File: src/rtl/pcm_lin_to_log_enc.sv
// Sequential 13-bit sign-magnitude linear to 8-bit segmented log PCM compressor.
// Optional macro ALAW_EVEN_INVERT_EN applies even-bit inversion (XOR 8'h55) to the registered code.
module pcm_lin_to_log_enc #(
   parameter int unsigned SEG_MAX = 7,
   parameter int unsigned MAG_W   = 12
) (
   input  logic           clk,
   input  logic           rst_n,
   input  logic           in_valid,
   output logic           in_ready,
   input  logic [MAG_W:0] pcm_linear,
   output logic           out_valid,
   input  logic           out_ready,
   output logic [7:0]     pcm_log
);

`ifdef ALAW_EVEN_INVERT_EN
   localparam logic [7:0] InvMask = 8'h55;
`else
   localparam logic [7:0] InvMask = 8'h00;
`endif

   typedef enum logic [1:0] {StIdle, StSearch, StOut} state_e;

   state_e             r_state, w_state;
   logic               r_sign, w_sign;
   logic [MAG_W-1:0]   r_shift, w_shift;
   logic [2:0]         r_seg, w_seg;
   logic [7:0]         r_pcm_log, w_pcm_log;

   logic               w_lead_one;
   logic               w_last_seg;
   logic [2:0]         w_seg_code;
   logic [3:0]         w_step;

   assign w_lead_one = r_shift[MAG_W-1];
   assign w_last_seg = (r_seg == 3'd1);
   // Reaching segment 1 without a leading one means the sample belongs to segment 0.
   assign w_seg_code = w_lead_one ? r_seg : 3'd0;
   assign w_step     = r_shift[MAG_W-2 -: 4];

   always_ff @(posedge clk or negedge rst_n) begin
      if (!rst_n) begin
         r_state   <= StIdle;
         r_sign    <= 1'b0;
         r_shift   <= '0;
         r_seg     <= 3'd0;
         r_pcm_log <= 8'h00;
      end else begin
         r_state   <= w_state;
         r_sign    <= w_sign;
         r_shift   <= w_shift;
         r_seg     <= w_seg;
         r_pcm_log <= w_pcm_log;
      end
   end

   always_comb begin
      w_state   = r_state;
      w_sign    = r_sign;
      w_shift   = r_shift;
      w_seg     = r_seg;
      w_pcm_log = r_pcm_log;
      unique case (r_state)
         StIdle: begin
            if (in_valid) begin
               w_sign  = pcm_linear[MAG_W];
               w_shift = pcm_linear[MAG_W-1:0];
               w_seg   = 3'(SEG_MAX);
               w_state = StSearch;
            end
         end
         StSearch: begin
            if (w_lead_one || w_last_seg) begin
               w_pcm_log = {r_sign, w_seg_code, w_step} ^ InvMask;
               w_state   = StOut;
            end else begin
               w_shift = {r_shift[MAG_W-2:0], 1'b0};
               w_seg   = r_seg - 3'd1;
            end
         end
         StOut: begin
            if (out_ready) begin
               w_state = StIdle;
            end
         end
         default: w_state = StIdle;
      endcase
   end

   assign in_ready  = (r_state == StIdle);
   assign out_valid = (r_state == StOut);
   assign pcm_log   = r_pcm_log;

endmodule
File: config.mk
export PLATFORM = sky130hd
export DESIGN_NAME = pcm_lin_to_log_enc
export DESIGN_NICKNAME = d
export VERILOG_FILES = /design/src/rtl/pcm_lin_to_log_enc.sv
export SDC_FILE = /design/constraint.sdc
export NUM_CORES = 1
export LEC_CHECK = 0
export ABC_CLOCK_PERIOD_IN_PS = 1960
export BUFFER_PORTS_ARGS = -buffer_cell sky130_fd_sc_hd__buf_4
export CAP_MARGIN = 20
export CELL_PAD_IN_SITES_DETAIL_PLACEMENT = 0
export CELL_PAD_IN_SITES_GLOBAL_PLACEMENT = 1
export CORE_ASPECT_RATIO = 1.25
export CORE_MARGIN = 2
export CORE_UTILIZATION = 27
export CTS_CLUSTER_SIZE = 24
export DETAILED_ROUTE_END_ITERATION = 8
export PLACE_DENSITY = 0.62
export RECOVER_POWER = 50
export SKIP_LAST_GASP = 1
export SYNTH_ARGS = -nofsm -noshare
export SYNTH_HDL_FRONTEND = slang
export SYNTH_SLANG_ARGS = --single-unit
File: constraint.sdc
create_clock -name clk -period 1.96 [get_ports clk]
set_input_delay 0.196 -clock clk [delete_from_list [all_inputs] [get_ports clk]]
set_output_delay 0.196 -clock clk [all_outputs]
set_load 0.02 [all_outputs]
# ---- Word-level counts from Yosys, hierarchy flattened
# Index checks and enable logic that the tools add are counted.
dict set report classes {
  add_sub_neg 1
  eq_ne 7
  mux 11
  reduce_logical 7
}
# operator count
set ops {}
lappend ops {{12-bit 2-to-1 mux} 2}
lappend ops {{12-bit one-hot mux with 2 select lines} 1}
lappend ops {{3-bit 2-to-1 mux} 3}
lappend ops {{2-bit 2-to-1 mux} 3}
lappend ops {{2-bit != test, second input constant} 3}
lappend ops {{2-bit one-hot mux with 3 select lines} 1}
lappend ops {{3-bit one-hot mux with 2 select lines} 1}
lappend ops {{3-bit AND reduction} 2}
lappend ops {{2-bit AND reduction} 2}
lappend ops {{3-bit by 1-bit == test with 1-bit output, second input constant} 1}
lappend ops {{3-bit by 1-bit subtractor with 3-bit output, second input constant} 1}
lappend ops {{2-bit by 1-bit == test with 1-bit output, second input constant} 1}
lappend ops {{2-bit == test, second input constant} 1}
lappend ops {{2-bit logical NOT} 1}
lappend ops {{2-bit by 1-bit != test with 1-bit output, second input constant} 1}
lappend ops {{2-bit nonzero test} 1}
lappend ops {{1-bit logical OR} 1}
dict set report totals {
  ff_bits 26
  word_cells 31
}

# ---- Depth between registers and ports, before layout
dict set report logic_depth {
  depth_word 4
  ltp_mapped 7
  depth_no_buf 5
}

# ---- Worst setup path before layout
# Ideal clock, no wire load.
dict set report synth_path {
  path_kind {register to register}
  start {register r_seg[0]}
  end {register r_shift[11]}
  setup_ns 0.123
  arrival_time_ns 1.565
  required_time_ns 1.837
  slack_ns 0.272
  path_stages_with_launch 7
  n_path_buf 2
  cell_sequence {dfrtp_1 > ha_1 > nor2b_1 > buf_6 > or3_4 > buf_6 > o221a_1}
}
dict set report synth_between {
  elab_chain_cells 4
}
# element line
set synth_lines {}
lappend synth_lines {{start: declaration} 28} ;# logic [2:0] r_seg, w_seg;
lappend synth_lines {{start signal: assignment} 53} ;# r_seg <= w_seg;
lappend synth_lines {{3-bit by 1-bit == test with 1-bit output} 37} ;# assign w_last_seg = (r_seg == 3'd1);
lappend synth_lines {{1-bit logical OR} 74} ;# if (w_lead_one || w_last_seg) begin
lappend synth_lines {{2-bit != test (no source line)} n/a}
lappend synth_lines {{3-bit AND reduction (no source line)} n/a}
lappend synth_lines {{end signal: assignment} 52} ;# r_shift <= w_shift;
lappend synth_lines {{end: declaration} 27} ;# logic [MAG_W-1:0] r_shift, w_shift;
# No other way between the ends.
# A chain may end at the register's enable or synchronous reset.

# ---- Worst setup path after layout
dict set report layout_path {
  start {register r_seg[1]}
  end {register r_pcm_log[0] (netlist: pcm_log[0])}
}
dict set report layout_between {
  elab_chain_cells 3
}
# element line
set layout_lines {}
lappend layout_lines {{3-bit by 1-bit == test with 1-bit output} 37}
lappend layout_lines {{1-bit logical OR} 74}
lappend layout_lines {{2-bit AND reduction (no source line)} n/a}
lappend layout_lines {{end signal: assignment} 54} ;# r_pcm_log <= w_pcm_log;
lappend layout_lines {{end: declaration} 29} ;# logic [7:0] r_pcm_log, w_pcm_log;
# No other way between the ends.

==> impl_metrics.json <==
{
  "synth_seq_area_share": 0.526,
  "core_um2": 4390,
  "routed-via-count": 853,
  "die-area_um2": 5140,
  "drive_gt1_frac": 0.328,
  "fin_crit_sh": 0.910,
  "syn_inst": 98,
  "synth_cell_type_count": 32,
  "async_reset_ff_frac": 1.00,
  "startpoint_type": "register",
  "syn_nets": 117,
  "vias_per_cell": 4.66,
  "wire_per_inst_um": 14.0,
  "synth-seq-cells": 26,
  "drtAntennaViolNets": 0,
  "p_seq_frac": 0.414,
  "area_growth_pct": 25.2,
  "clock-sinks": 26,
  "place_congestion": 0.735,
  "syn_area_um2": 1240,
  "hold_start": "out_ready",
  "clock-root-buffer": "clkbuf_8",
  "hold_ws_ns": 0.0819,
  "io_buffer_count": 26,
  "worst_hold_path.endpoint": "r_state[1]$_DFFE_PN0P_",
  "grt_use_total": 0.110,
  "fillers": 460,
  "pre_cts_ws_ns": -0.0182,
  "drtIter0Drc": 23,
  "crit_type": "register to register",
  "cts_tree": "yes",
  "diodes": 0,
  "skew_ns": 0.00240,
  "p_per_area_nw_per_um2": 1560,
  "cap_violations": 0,
  "drv_slew": 0,
  "setup_viol": 0,
  "firstDrtPassIters": 4,
  "p_sw_mw": 0.884,
  "cts_setup_buffers": 0,
  "grt_pass1_vias": 925,
  "fin_crit_ns": 1.78,
  "ios": 27,
  "cts_buffers": 3,
  "r2r-start": "r_seg[1]$_DFFE_PN0P_",
  "avgSynthCellArea_um2": 12.6,
  "final.setup.worst_slack_ns": 0.177,
  "power_mw": 2.42,
  "hold_depth": 2,
  "start_util": 0.282,
  "final_core_util": 0.353,
  "drt-total-wl_um": 2560,
  "r2r_setup_slack_ns": 0.18,
  "critPathMaxFanout": 8,
  "antenna_found_initial": 0,
  "slew_headroom": 0.559,
  "fmax_ghz": 0.561,
  "r2r_cells": 5,
  "synth_edf_count": 0,
  "synth_top_area_share": 0.526,
  "worstSkewPairLatency_ns": 0.27,
  "gr-total-overflow": 0,
  "synth-main-ff-cell": "dfrtp_1",
  "worst_ep_arrival_time_ns": 1.94,
  "clk_pin_slew_worst_paths_ns": 0.09,
  "hp-class": "input port to register",
  "die_y_um": 79.7,
  "grt_pass1_wl_um": 4310,
  "rows": 27,
  "rsz0062_at_grt": "no",
  "post-route-drc-count": 0,
  "p_int_mw": 1.54,
  "synth.area.top_cells": "dfrtp_1 (53%), o221a_1 (9.1%), nand2b_1 (6.1%), mux2_2 (4.6%), nor2_1 (2.1%)",
  "grt_max_degree": 27,
  "hpwlAfterDp_um": 1900,
  "clock_power_share": 0.183,
  "comb_power_share": 0.403,
  "p_leak_nw": 0.617,
  "ys_warn_count": 0,
  "die_x_um": 64.6,
  "crit_path_end_kind": "register",
  "worst_ep_required_time_ns": 2.12,
  "cts_buffer_depth": 2,
  "layout.nets": 145,
  "swShare": 0.365,
  "hold_viol_final": 0,
  "htree_levels": 1,
  "reg2reg_to": "pcm_log[0]$_DFFE_PN0P_",
  "tightest_slew_ns": 0.662,
  "peakVddDrop_uv": 426,
  "status": "completed",
  "yosysTopAreaCell": "dfrtp_1"
}
==> placed cells by master, fill, tap and decap left out, types with 2 or more instances in the layout <==
cell type,n
buf_4,22
a32o_1,2
nand2b_1,12
dfrtp_1,26
clkbuf_1,5
a311oi_1,2
o221a_1,10
mux2_2,5
inv_1,3
nor4b_1,2
nor2_1,7
ha_1,2
o211ai_1,2
clkbuf_8,3
==> area by class of cell <==
class	count	area, um^2	area share
multi-input cells	63	544	0.351
clock inverters	1	30.0	0.0194
clock buffers	3	41.3	0.0267
flip-flops and latches	26	651	0.420
well taps	58	72.6	0.0468
repair buffers	29	199	0.128
inverters	3	11.3	0.00727
==> synth_stat cells, types with 2 or more instances <==
| cell | count |
|---|---|
| ha_1 | 2 |
| clkbuf_1 | 2 |
| nor4b_1 | 2 |
| nor2b_1 | 2 |
| a32o_1 | 2 |
| buf_4 | 2 |
| o211ai_1 | 2 |
| a311oi_1 | 2 |
| inv_1 | 3 |
| nor2_1 | 7 |
| dfrtp_1 | 26 |
| buf_6 | 2 |
| nand2b_1 | 12 |
| mux2_2 | 5 |
| o221a_1 | 10 |
==> state kept, by name (all words and copies together) (netlist names) <==
name     count
r_seg        3
r_state      2
pcm_log      8
r_sign       1
r_shift     12
==> through the flow <==
stage               area, um^2  instances  TNS, ns
floorplan                 1240         98        0
global placement          1480        178        0
detailed placement        1480        178  -0.0617
CTS                       1570        183  -0.0438
global route              1550        183        0
finish                    1550        183        0
==> power groups by stage <==
stage                     Combinational, mW  Sequential [mW]  Clock, mW
after floorplan                       0.661             1.03          0
after global placement                0.980             1.01          0
after detailed placement               1.01             1.02          0
after CTS                              1.03             1.01      0.457
after global routing                   1.07             1.04      0.477
final                                 0.976             1.00      0.444
==> per-layer routing <==
metal  global-route usage  up-vias  part of all wire
met5                    0        -                 0
met4               0.0511        0             0.016
met1                0.112      419              0.41
li1                     -      418                 -
met2                0.215       12              0.55
met3               0.0169        4             0.020
==> cell families (layout without fill, tap and decap cells) <==
family,Yosys count,count (layout),synth area share
AOI/OAI and AO/OA,23,23,0.186
adders and majority gates,2,2,0.0202
buffers and inverters,9,36,0.0455
DFF,26,26,0.526
muxes,7,7,0.0627
and+or+nand+nor,31,31,0.160
==> timing repair <==
| action | CTS | global route |
|---|---|---|
| hold endpoints to repair | 26 | 0 |
| setup endpoints to repair | 11 | 11 |
| hold buffers | 1 | 0 |
| resized for setup | 1 | 1 |
| pin swaps | 0 | 0 |
==> worst max-delay path: stages, from the launching register on <==
cell and delay, ns:
dfrtp_1 0.38, inv_1 0.08, ha_1 0.19, nor2b_2 0.21, o21ai_2 0.41, mux2_2 0.40
==> worst max path at each step <==
stage                               from  cells past startpoint                      end
floorplan           r_seg[0]$_DFFE_PN0P_                      6  r_shift[11]$_DFFE_PN0P_
global placement    r_seg[1]$_DFFE_PN0P_                      5   r_shift[2]$_DFFE_PN0P_
detailed placement  r_seg[1]$_DFFE_PN0P_                      5   r_shift[2]$_DFFE_PN0P_
CTS                 r_seg[1]$_DFFE_PN0P_                      5   pcm_log[7]$_DFFE_PN0P_
global route        r_seg[1]$_DFFE_PN0P_                      5   pcm_log[1]$_DFFE_PN0P_
finish              r_seg[1]$_DFFE_PN0P_                      5   pcm_log[0]$_DFFE_PN0P_
Power figures use the tool's default switching activity.
